[config.mk]
export PLATFORM = sky130hd
export DESIGN_NAME = duty_display_driver
export DESIGN_NICKNAME = d
export VERILOG_FILES = /design/src/rtl/duty_display_driver.sv
export SDC_FILE = /design/constraint.sdc
export NUM_CORES = 1
export LEC_CHECK = 0
export CORE_UTILIZATION = 51
export DETAILED_ROUTE_END_ITERATION = 8
export PLACE_DENSITY_LB_ADDON = 0.1
export SLEW_MARGIN = 15
export SYNTH_ARGS = -nofsm -noshare
export SYNTH_HDL_FRONTEND = slang
export SYNTH_SLANG_ARGS = --single-unit
[constraint.sdc]
create_clock -name clk -period 2 [get_ports clk]
set_input_delay 0.4 -clock clk [delete_from_list [all_inputs] [get_ports clk]]
set_output_delay 0.4 -clock clk [all_outputs]
set_load 0.05 [all_outputs]
[src/rtl/duty_display_driver.sv]
// Converts the 8-bit duty value to BCD (double dabble, one shift per cycle) and
// scans it onto a 4-digit active-low 7-segment display with leading-zero blanking.
module duty_display_driver #(
   parameter int REFRESH_DIV = 50000
) (
   input  logic        clk,
   input  logic        reset,
   input  logic [7:0]  value,
   output logic [11:0] bcd,
   output logic        busy,
   output logic [3:0]  an,
   output logic [6:0]  seg,
   output logic        dp
);

   typedef enum logic [1:0] {
      IDLE = 2'd0,
      CONV = 2'd1,
      LOAD = 2'd2
   } state_t;

   localparam logic [15:0] PRESC_MAX = 16'(REFRESH_DIV - 1);

   state_t      state_q;
   state_t      state_d;
   logic [7:0]  value_q;
   logic [7:0]  last_q;
   logic [19:0] shift_q;
   logic [19:0] shift_adj;
   logic [2:0]  count_q;
   logic        start;
   logic        shift_en;
   logic        load_en;

   logic [15:0] presc_q;
   logic [1:0]  idx_q;
   logic [1:0]  idx_next;
   logic        scan_wrap;
   logic [3:0]  digit_nib;
   logic        digit_blank;
   logic [6:0]  seg_next;

   function automatic logic [3:0] dabble(input logic [3:0] nib);
      return (nib >= 4'd5) ? nib + 4'd3 : nib;
   endfunction

   function automatic logic [6:0] seg_decode(input logic [3:0] nib);
      logic [6:0] s;
      case (nib)
         4'd0:    s = 7'h40;
         4'd1:    s = 7'h79;
         4'd2:    s = 7'h24;
         4'd3:    s = 7'h30;
         4'd4:    s = 7'h19;
         4'd5:    s = 7'h12;
         4'd6:    s = 7'h02;
         4'd7:    s = 7'h78;
         4'd8:    s = 7'h00;
         4'd9:    s = 7'h10;
         default: s = 7'h7F;
      endcase
      return s;
   endfunction

   // Converter FSM: state register
   always_ff @(posedge clk) begin
      if (reset) begin
         state_q <= IDLE;
      end else begin
         state_q <= state_d;
      end
   end

   // Converter FSM: next state
   always_comb begin
      state_d = state_q;
      case (state_q)
         IDLE:    if (value_q != last_q) state_d = CONV;
         CONV:    if (count_q == 3'd7) state_d = LOAD;
         LOAD:    state_d = IDLE;
         default: state_d = IDLE;
      endcase
   end

   // Converter FSM: outputs
   always_comb begin
      start    = 1'b0;
      shift_en = 1'b0;
      load_en  = 1'b0;
      busy     = 1'b0;
      case (state_q)
         IDLE: start = (value_q != last_q);
         CONV: begin
            shift_en = 1'b1;
            busy     = 1'b1;
         end
         LOAD: begin
            load_en = 1'b1;
            busy    = 1'b1;
         end
         default: busy = 1'b0;
      endcase
   end

   assign shift_adj = {dabble(shift_q[19:16]), dabble(shift_q[15:12]),
                       dabble(shift_q[11:8]), shift_q[7:0]};

   always_ff @(posedge clk) begin
      if (reset) begin
         value_q <= 8'd0;
         last_q  <= 8'd0;
         shift_q <= 20'd0;
         count_q <= 3'd0;
         bcd     <= 12'h000;
      end else begin
         value_q <= value;
         if (start) begin
            shift_q <= {12'b0, value_q};
            last_q  <= value_q;
            count_q <= 3'd0;
         end else if (shift_en) begin
            shift_q <= {shift_adj[18:0], 1'b0};
            count_q <= count_q + 3'd1;
         end
         if (load_en) begin
            bcd <= shift_q[19:8];
         end
      end
   end

   assign scan_wrap = (presc_q == PRESC_MAX);
   assign idx_next  = idx_q + 2'd1;

   // Segment pattern for the digit about to be selected, using the latched bcd.
   always_comb begin
      digit_nib   = bcd[3:0];
      digit_blank = 1'b0;
      case (idx_next)
         2'd0: digit_nib = bcd[3:0];
         2'd1: begin
            digit_nib   = bcd[7:4];
            digit_blank = (bcd[11:8] == 4'd0) && (bcd[7:4] == 4'd0);
         end
         2'd2: begin
            digit_nib   = bcd[11:8];
            digit_blank = (bcd[11:8] == 4'd0);
         end
         default: digit_blank = 1'b1;
      endcase
      seg_next = digit_blank ? 7'h7F : seg_decode(digit_nib);
   end

   // an and seg move together, only on scan edges.
   always_ff @(posedge clk) begin
      if (reset) begin
         presc_q <= 16'd0;
         idx_q   <= 2'd0;
         an      <= 4'b1110;
         seg     <= 7'h40;
      end else if (scan_wrap) begin
         presc_q <= 16'd0;
         idx_q   <= idx_next;
         an      <= ~(4'b0001 << idx_next);
         seg     <= seg_next;
      end else begin
         presc_q <= presc_q + 16'd1;
      end
   end

   assign dp = 1'b1;

endmodule

Word-level counts from Yosys, hierarchy flattened
Memories as Yosys holds them, arrays and structs flattened.
Index checks and enable logic that the tools add are counted.

storage, ports and cells
  logic and storage cells = 57
  bits of input ports = 10
  memories kept = 1
  bits in read-only memories = 112
  output and inout port bits = 25
  bits in registers = 82

operators by class
  reductions and logical operators = 10
  add/subtract/negate cells = 6
  shift-type cells = 1
  bitwise logic cells = 1
  equal/unequal tests = 9
  multiplexer cells = 15
  $lt $le $gt $ge = 3

memory list
  name             depth  bits a word  rd ports  clocked after Yosys merged registers in  wr ports  RTL line  source
  (no name shown)  16     7            1         0                                        0         49        case (nib)

operators with widths
  operator                                              number
  adder 16 x 1 -> 16 bit (second input constant)        1
  == test 16 bit (second input constant)                1
  two-way mux 8 bit                                     2
  >= comparator 4 x 3 -> 1 bit (second input constant)  3
  adder 4 x 2 -> 4 bit (second input constant)          2
  zero test 4 bit                                       2
  two-way mux 4 bit                                     2
  != test 8 bit                                         1
  one-hot mux 4 bit (2 select lines)                    1
  two-way mux 7 bit                                     1
  OR reduction 2 bit                                    3
  == test 2 x 1 -> 1 bit (second input constant)        2
  == test 2 bit (second input constant)                 2
  zero test 2 bit                                       2
  two-way mux 1 bit                                     4
  two-way mux 2 bit                                     2
  != test 2 bit (second input constant)                 2
  NOT 4 bit                                             1
  one-hot mux 2 bit (2 select lines)                    1
  left shift 1 x 2 -> 4 bit (first input constant)      1
  adder 3 x 1 -> 3 bit (second input constant)          1
  adder 3 x 2 -> 3 bit (second input constant)          1
  == test 3 bit (second input constant)                 1
  two-way mux 3 bit                                     1
  other kinds (5)                                       5

Logic depth before layout (Yosys ltp)
Gate-level depths: netlist of the first run.
An unclocked memory read counts as a cell.

  word-level depth = 5
  mapped depth = 9
  gate-level depth less buffers = 9

Worst setup path before layout of the first run
No wires, ideal clock.

  path kind = reg-to-reg
  start = register idx_q[0]
  end = register seg[6]
  data arrival time = 1984 ps
  buffers on the path = 0
  setup time = 145 ps
  data required time = 1855 ps
  stages on the path, launching flop included = 10
  setup slack = -129 ps
  clock period less this slack = 2129 ps
  cell sequence = dfxtp_1 -> inv_1 -> ha_1 -> a22o_1 -> a21oi_1 -> inv_1 -> ha_1 -> mux2_2 -> nand3_1 -> o2111ai_2

between the ends
  word-level cells in the longest chain between the ends = 5
  elaborated cells on any way between the ends = 8
  those cells by class = 1 x add/sub; 2 x eq/ne; 3 x mux; 1 x reduce/logical; 1 x memory

ends and longest elaborated chain
  item                                                     RTL line  source
  start, declared                                          36        logic [1:0] idx_q;
  start signal, assigned                                   162       idx_q <= idx_next;
  adder 2 x 1 -> 2 bit (*)                                 132       assign idx_next = idx_q + 2'd1;
  via idx_next[0]                                          37        logic [1:0] idx_next;
  == test 2 bit or == test 2 x 1 -> 1 bit (tied branches)  138       case (idx_next)
  one-hot mux 4 bit (2 select lines)                       138
  memory (16 x 7 bit)                                      --
  two-way mux 7 bit (*)                                    150       seg_next = digit_blank ? 7'h7F : seg_decode(digit_nib);
  end signal, assigned                                     164       seg <= seg_next;
  end, declared                                            12        output logic [6:0] seg,

Mark *: on every way through the listed nets, which the timed path passes. The rest lies on a longest branch.
A chain may end at the register's enable or synchronous reset.

Worst setup path in the final report of the first run
  start = register bcd[0]
  end = output bcd[0]

RTL lines
  item                    RTL line  source
  start, declared         9         output logic [11:0] bcd,
  start signal, assigned  126       bcd <= shift_q[19:8];

No word-level cell between the ends.

==> qor.json, run 1 <==
{
  "yosys.area_share.adder_pct": 6.65,
  "dpl_cell_area_um2": 4250,
  "total_number_of_h_tree_levels": 3,
  "drt-wirelength-per-cell_um": 13.4,
  "crit_slowest_cell": "sky130_fd_sc_hd__clkdlybuf4s50_1",
  "boundaryPins": 35,
  "fp.dieH_um": 87.9,
  "cp_top_family": "buffers and inverters",
  "synthCells": 404,
  "synth_async_sr_flop_share_pct": 0,
  "p_leak_uw": 0.00184,
  "post-dp-hpwl_um": 5080,
  "grt_antenna_before_repair": 0,
  "seq_area_frac_synth_pct": 43.6,
  "final_cell_count_no_fill": 546,
  "drc_violation_count_after_routing": 0,
  "synth_area_leaders": "sky130_fd_sc_hd__dfxtp_1 44%, sky130_fd_sc_hd__mux2i_1 9.6%, sky130_fd_sc_hd__nor2_1 6.7%",
  "hold_path.class": "flip-flop to flip-flop",
  "final.setup_skew_ns": 0.0132,
  "crit_path_cell_trace": "clkdlybuf4s50_1",
  "holdWs_ns": 0.454,
  "routed_wirelength_um": 7290,
  "cp.buffers_inverters": 1,
  "clkSlewWorstSetupHoldPaths_ns": 0.07,
  "grt_first_pass_wirelength_um": 12400,
  "totalNegativeSetupSlack_ns": 0,
  "ctsLongestPathBuffers": 2,
  "grt_start_max_net_pins": 25,
  "yosysMostFrequentCell": "sky130_fd_sc_hd__dfxtp_1",
  "yosys-mux-area-fraction_pct": 9.88,
  "timing_hold_violations_final": 0,
  "layout_fillers": 604,
  "yosys.area_share.simple_pct": 18.4,
  "yosysWarnings": 0,
  "drtPass1Iterations": 4,
  "core_region_area_um2": 6940,
  "syn_to_final_growth_pct": 19.8,
  "antenna_violating_nets_post_route": 0,
  "run_status": "complete, no violations",
  "cp-start-kind": "flip-flop",
  "final.min_clock_period_ns": 1.97,
  "final_layout_size_suffix_gt1_share_pct": 10.2,
  "cp_slowest_stage_delay_ns": 0.84,
  "synth_area_in_compound_gates_pct": 10.3,
  "detail_route.iter0.violations": 88,
  "timing_worst_slew_pin_value_ns": 0.517,
  "power.density_cell_area_nw_per_um2": 855,
  "routed-via-count": 2838,
  "synth_xor_xnor_area_share_pct": 6.75,
  "crit_required_ns": 1.60,
  "synth_top_area_share_pct": 43.6,
  "floorplan.die.width_um": 87.9,
  "clock.fmax_mhz": 508,
  "postSynthRegisterBits": 82,
  "combinational_family_with_the_most_area_after_synthesis": "simple AND/OR/NAND/NOR gates",
  "dp.cells": 530,
  "worst_ep_arrival_time_ns": 1.57,
  "final_nets": 475,
  "synth.top_cells.by_count": "82 x sky130_fd_sc_hd__dfxtp_1, 67 x sky130_fd_sc_hd__nor2_1, 36 x sky130_fd_sc_hd__mux2i_1",
  "initial_utilization_pct": 54.2,
  "cts_buf_count": 9,
  "finalSetupViolCount": 0,
  "synth.net_count": 434,
  "timing.critical_path.fanout_max": 3,
  "clk_latency_ns": 0.35,
  "end_kind": "primary output",
  "netlist_area_um2": 3760,
  "grt.overflow.total": 0,
  "buffer_ports.inserted": 33,
  "floorplan.die_area_um2": 7720,
  "grt_pass1_vias": 2686,
  "cts_tree": "built",
  "slew-limit-headroom_pct": 65.5,
  "globalRouteTotalUtil_pct": 20.8,
  "synth-edff-count": 0,
  "placementRows": 30,
  "ir_drop_v": 0.000402,
  "cts_sinks": 82,
  "syn_avg_cell_area_um2": 9.31,
  "vias_per_cell": 5.20,
  "setup.worst_path.class": "flip-flop to primary output",
  "maxCapViolCount": 0,
  "synth_cell_types": 43,
  "antennaDiodeCount": 0,
  "synth_top_cell_by_area": "sky130_fd_sc_hd__dfxtp_1",
  "fin_crit_sh_pct": 98.4,
  "synth-main-ff-cell": "sky130_fd_sc_hd__dfxtp_1",
  "clockRootBuffer": "sky130_fd_sc_hd__clkbuf_8",
  "max_slew_violations": 0,
  "gpl.final_weighted_congestion": 0.785,
  "final_instance_area_um2": 4510
}
-- cells in the final DEF (no fill, tap or decap), types with 6 or more instances in the layout --
cell type	count
sky130_fd_sc_hd__dfxtp_1	81
sky130_fd_sc_hd__nor2_1	66
sky130_fd_sc_hd__mux2i_1	36
sky130_fd_sc_hd__nand2_1	24
sky130_fd_sc_hd__clkdlybuf4s50_1	22
sky130_fd_sc_hd__ha_1	18
sky130_fd_sc_hd__xor2_1	17
sky130_fd_sc_hd__nand3_1	16
sky130_fd_sc_hd__inv_1	14
sky130_fd_sc_hd__buf_4	14
sky130_fd_sc_hd__a21oi_1	12
sky130_fd_sc_hd__xnor2_1	12
sky130_fd_sc_hd__nor2b_1	10
sky130_fd_sc_hd__clkbuf_8	10
sky130_fd_sc_hd__a211oi_1	9
sky130_fd_sc_hd__o21ai_0	9
sky130_fd_sc_hd__nor3_1	6
sky130_fd_sc_hd__o211ai_1	6
-- through the flow --
step | util (%) | worst slack, ns | power (uW)
6_report | 64.9 | 0.0316 | 3850
2_1_floorplan | - | 0.0372 | 2430
5_1_grt | 64.9 | -0.00747 | 4040
3_5_place_dp | 61.2 | 0.0254 | 2580
4_1_cts | 64.3 | 0.000147 | 3910
3_3_place_gp | 61.2 | 0.0974 | 2570
-- routing by layer --
layer | vias up | track usage (%) | routed length [um]
li1 | 1468 | - | -
met1 | 1322 | 26.4 | 3470
met2 | 39 | 34.0 | 3510
met3 | 9 | 5.47 | 212
met4 | 0 | 7.15 | 95
met5 | - | 0 | 0
-- cells by family after synthesis --
group	count (synthesis)
AND/OR/NAND/NOR	147
flip-flops	82
AO/OA/AOI/OAI	56
multiplexers	37
buffers and inverters	32
XOR/XNOR	29
adder cells (fa/ha/maj)	20
other	1
-- what timing repair did --
| item | CTS | global route |
|---|---|---|
| hold buffers | 0 | 0 |
| endpoints found under the hold margin | 0 | 0 |
| setup endpoints to repair | 7 | 25 |
| resized for setup | 6 | 12 |
| buffers inserted | 0 | 0 |
-- worst paths after layout --
check | start | to | slack (ns) | cells past startpoint
max | bcd[0]$_SDFFE_PP0N_ | bcd[0] | 0.03 | 1
min | presc_q[0]$_SDFF_PP0_ | presc_q[0]$_SDFF_PP0_ | 0.45 | 1
min reg2reg | presc_q[0]$_SDFF_PP0_ | presc_q[0]$_SDFF_PP0_ | 0.45 | 1
max reg2reg | idx_q[0]$_SDFFE_PP0N_ | seg[6]$_SDFFE_PP1N_ | 0.08 | 9
-- power breakdown --
part	switching (uW)	total, uW	internal, uW	leakage (uW)
Combinational	420	751	332	0.00107
Clock	586	1320	734	0.000109
Sequential	56.7	1780	1730	0.000667
Total	1060	3850	2790	0.00184
-- flip-flops by register name, indices dropped and copies added (netlist names) --
name     count
idx_q        2
an           4
last_q       8
bcd         12
count_q      3
shift_q     20
seg          7
presc_q     16
state_q      2
value_q      8
-- layout make-up --
| type | instances | area, um^2 | share of cell area, % |
|---|---|---|---|
| sequential | 82 | 1640 | 36.5 |
| clock buffer | 11 | 141 | 3.14 |
| inverter | 14 | 52.6 | 1.17 |
| tap | 96 | 120 | 2.67 |
| clock inverter | 5 | 77.6 | 1.72 |
| timing repair buffer | 48 | 472 | 10.5 |
| multi-input combinational | 290 | 2000 | 44.4 |
(Power assumes the default switching activity.)
==> inputs of run 2 (changes only) <==
--- a/config.mk
+++ b/config.mk
@@ -7,6 +7,7 @@
 export LEC_CHECK = 0
 export CORE_UTILIZATION = 51
 export DETAILED_ROUTE_END_ITERATION = 8
+export GPL_TIMING_DRIVEN = 0
 export PLACE_DENSITY_LB_ADDON = 0.1
 export SLEW_MARGIN = 15
 export SYNTH_ARGS = -nofsm -noshare
==> run 2 against run 1 <==
Clock power rose by 5%. Largest cell class unchanged. Sequential share of layout area decreased by 0.53 points. Design area increased by 1.9%. Largest power group unchanged. Die area unchanged. Highest routed layer unchanged. Critical path type unchanged. Critical endpoint is now bcd[3]. Worst setup slack better by 0.0073 ns.
==> qor.json, run 2 (synthesis gave the netlist of run 1 again) <==
{
  "run_status": "complete, no violations",
  "grt_start_max_net_pins": {"value": 15, "change": "-40%"},
  "detail_route.iter0.violations": {"value": 79, "change": "-10%"},
  "hold_path.class": "primary input to flip-flop",
  "vias_per_cell": {"value": 5.21, "change": "+0.30%"},
  "setup.worst_path.class": "flip-flop to primary output",
  "cts_tree": "built",
  "routed-via-count": {"value": 2883, "change": "+1.6%"},
  "ctsLongestPathBuffers": {"value": 2, "change": "unchanged"},
  "maxCapViolCount": {"value": 0, "change": "unchanged"},
  "final.min_clock_period": {"value": 1.96, "unit": "ns", "change": "-0.00729 ns"},
  "gpl.final_weighted_congestion": {"value": 0.801, "change": "+1.9%"},
  "layout.cells.most_common": "sky130_fd_sc_hd__dfxtp_1",
  "final_nets": {"value": 482, "change": "+1.5%"},
  "r2r_setup_slack": {"value": 0.08, "unit": "ns", "change": "about the same"},
  "register_bank_with_the_most_flops": "shift_q",
  "total_number_of_h_tree_levels": {"value": 3, "change": "unchanged"},
  "drtPass1Iterations": {"value": 4, "change": "unchanged"},
  "buffer_ports.inserted": {"value": 32, "change": "-3.0%"},
  "globalRouteTotalUtil": {"value": 22.2, "unit": "%", "change": "+1.4 points"},
  "syn_to_final_growth_pct": 22.1,
  "initial_utilization": {"value": 54.2, "unit": "%", "change": "unchanged"},
  "power.density_cell_area": {"value": 857, "unit": "nW/um^2", "change": "+0.22%"},
  "clock.fmax": {"value": 510, "unit": "MHz", "change": "+0.37%"},
  "cts_buf_count": {"value": 9, "change": "unchanged"},
  "timing.critical_path.fanout_max": {"value": 3, "change": "unchanged"},
  "crit_slowest_cell": "sky130_fd_sc_hd__clkdlybuf4s50_1",
  "final_cell_count_no_fill": {"value": 553, "change": "+1.3%"},
  "final_instance_area": {"value": 4590, "unit": "um^2", "change": "+1.9%"},
  "grt_antenna_before_repair": {"value": 0, "change": "unchanged"},
  "cell_depth_of_the_worst_setup_path": {"value": 1, "change": "unchanged"},
  "final.setup_skew": {"value": 0.0103, "unit": "ns", "change": "-0.00292 ns"},
  "setup.worst_path.start": "bcd[3]$_SDFFE_PP0N_",
  "post_cts_hold_buffer_count": {"value": 0, "change": "unchanged"},
  "grt.overflow.total": {"value": 0, "change": "unchanged"},
  "cp_top_family": "buffers and inverters",
  "grt_pass1_vias": {"value": 2764, "change": "+2.9%"},
  "fin_crit_sh": {"value": 98.1, "unit": "%", "change": "-0.36 points"},
  "critPathCapture": "bcd[3]",
  "grt_first_pass_wirelength": {"value": 13100, "unit": "um", "change": "+5.5%"},
  "timing_hold_violations_final": {"value": 0, "change": "unchanged"},
  "crit_path_cell_trace": "clkdlybuf4s50_1",
  "p_leak": {"value": 0.00189, "unit": "uW", "change": "+2.4%"},
  "timing.rr.end": "seg[6]$_SDFFE_PP1N_",
  "routed_wirelength": {"value": 7770, "unit": "um", "change": "+6.5%"},
  "layout_common_cells": "80 x sky130_fd_sc_hd__dfxtp_1, 66 x sky130_fd_sc_hd__nor2_1, 36 x sky130_fd_sc_hd__mux2i_1",
  "cts_sinks": {"value": 82, "change": "unchanged"},
  "placementRows": {"value": 30, "change": "unchanged"},
  "boundaryPins": {"value": 35, "change": "unchanged"},
  "drc_violation_count_after_routing": {"value": 0, "change": "unchanged"},
  "worstReg2RegStart": "idx_q[0]$_SDFFE_PP0N_",
  "core_region_area": {"value": 6940, "unit": "um^2", "change": "unchanged"},
  "clkSlewWorstSetupHoldPaths": {"value": 0.08, "unit": "ns", "change": "about the same"},
  "biggestRegsByFlops": "shift_q: 20 flops, presc_q: 16 flops, bcd: 12 flops",
  "max_slew_violations": {"value": 0, "change": "unchanged"},
  "finalSetupViolCount": {"value": 0, "change": "unchanged"},
  "floorplan.die.width": {"value": 87.9, "unit": "um", "change": "unchanged"},
  "worst_ep_arrival_time": {"value": 1.56, "unit": "ns", "change": "about the same"},
  "final_layout_size_suffix_gt1_share": {"value": 12.0, "unit": "%", "change": "+1.8 points"},
  "cp-start-kind": "flip-flop",
  "worstRegToRegCells": {"value": 9, "change": "unchanged"},
  "fp.dieH": {"value": 87.9, "unit": "um", "change": "unchanged"},
  "antennaDiodeCount": {"value": 0, "change": "unchanged"},
  "drt-wirelength-per-cell": {"value": 14.0, "unit": "um", "change": "+5.2%"},
  "clk_latency": {"value": 0.35, "unit": "ns", "change": "about the same"},
  "number_of_flip_flops_in_the_largest_register": {"value": 20, "change": "unchanged"},
  "antenna_violating_nets_post_route": {"value": 0, "change": "unchanged"},
  "post-dp-hpwl": {"value": 5490, "unit": "um", "change": "+8.1%"},
  "dp.cells": {"value": 532, "change": "+0.38%"},
  "floorplan.die_area": {"value": 7720, "unit": "um^2", "change": "unchanged"},
  "dpl_cell_area": {"value": 4210, "unit": "um^2", "change": "-0.85%"},
  "slew-limit-headroom": {"value": 53.7, "unit": "%", "change": "-12 points"},
  "cp_slowest_stage_delay": {"value": 0.82, "unit": "ns", "change": "-0.02 ns"},
  "timing_worst_slew_pin_value": {"value": 0.694, "unit": "ns", "change": "+0.177 ns"},
  "crit_required": {"value": 1.60, "unit": "ns", "change": "about the same"},
  "end_kind": "primary output",
  "ir_drop": {"value": 0.000482, "unit": "V", "change": "+20%"},
  "cp.buffers_inverters": {"value": 1, "change": "unchanged"},
  "clockRootBuffer": "sky130_fd_sc_hd__clkbuf_8"
}
-- run 2: how the worst min path moves through the flow --
stage,cells past startpoint,to,from,slack (ns)
global route,2,value_q[0]$_SDFF_PP0_,reset,0.46
floorplan,1,presc_q[0]$_SDFF_PP0_,presc_q[0]$_SDFF_PP0_,0.42
finish,2,value_q[2]$_SDFF_PP0_,reset,0.45
global placement,1,presc_q[0]$_SDFF_PP0_,presc_q[0]$_SDFF_PP0_,0.43
detailed placement,1,presc_q[0]$_SDFF_PP0_,presc_q[0]$_SDFF_PP0_,0.44
CTS,2,value_q[7]$_SDFF_PP0_,reset,0.45
-- run 2: final cells by class --
class	instances	area (um^2)
fillers	589	2350
multi-input cells	290	2060
flip-flops and latches	82	1650
repair buffers	37	367
clock buffers	11	151
well taps	96	120
plain buffers	18	110
clock inverters	5	85.1
inverters	14	52.6
-- run 2: layer usage --
metal | share of wire (%) | vias to the layer above | track usage [%]
met5 | 0 | - | 0
met4 | 1.0 | 0 | 6.56
li1 | - | 1480 | -
met1 | 49 | 1362 | 28.9
met2 | 47 | 33 | 35.7
met3 | 3.1 | 8 | 6.41
-- run 2: where the power goes --
part,total [uW],switching [uW],leakage (uW),internal [uW]
clock,1390,611,0.000116,778
combinational,764,438,0.00110,325
sequential,1780,58.1,0.000668,1720
-- run 2: metrics by stage --
step	setup TNS (ns)	util, %	setup slack, ns	power (uW)	hold WS (ns)
4_1_cts	0	64.7	0.00759	3980	0.447
2_1_floorplan	0	-	0.0372	2430	0.418
5_1_grt	-0.00410	66.1	-0.00410	4130	0.457
3_5_place_dp	-0.506	60.6	-0.168	2600	0.442
6_report	0	66.1	0.0389	3930	0.447
3_3_place_gp	-0.304	60.6	-0.143	2580	0.427
-- run 2: repair_timing --
item,4_1_cts,5_1_grt
gates resized for setup,11,24
setup buffers,3,2
pin swaps,0,2
setup endpoints to repair,8,27
==> inputs of run 3 (changes only) <==
--- a/config.mk
+++ b/config.mk
@@ -5,6 +5,7 @@
 export SDC_FILE = /design/constraint.sdc
 export NUM_CORES = 1
 export LEC_CHECK = 0
+export CAP_MARGIN = 20
 export CORE_UTILIZATION = 51
 export DETAILED_ROUTE_END_ITERATION = 8
 export GPL_TIMING_DRIVEN = 0
==> results of run 3 <==
Final layout, timing and power as in run 2 (identical DEF).
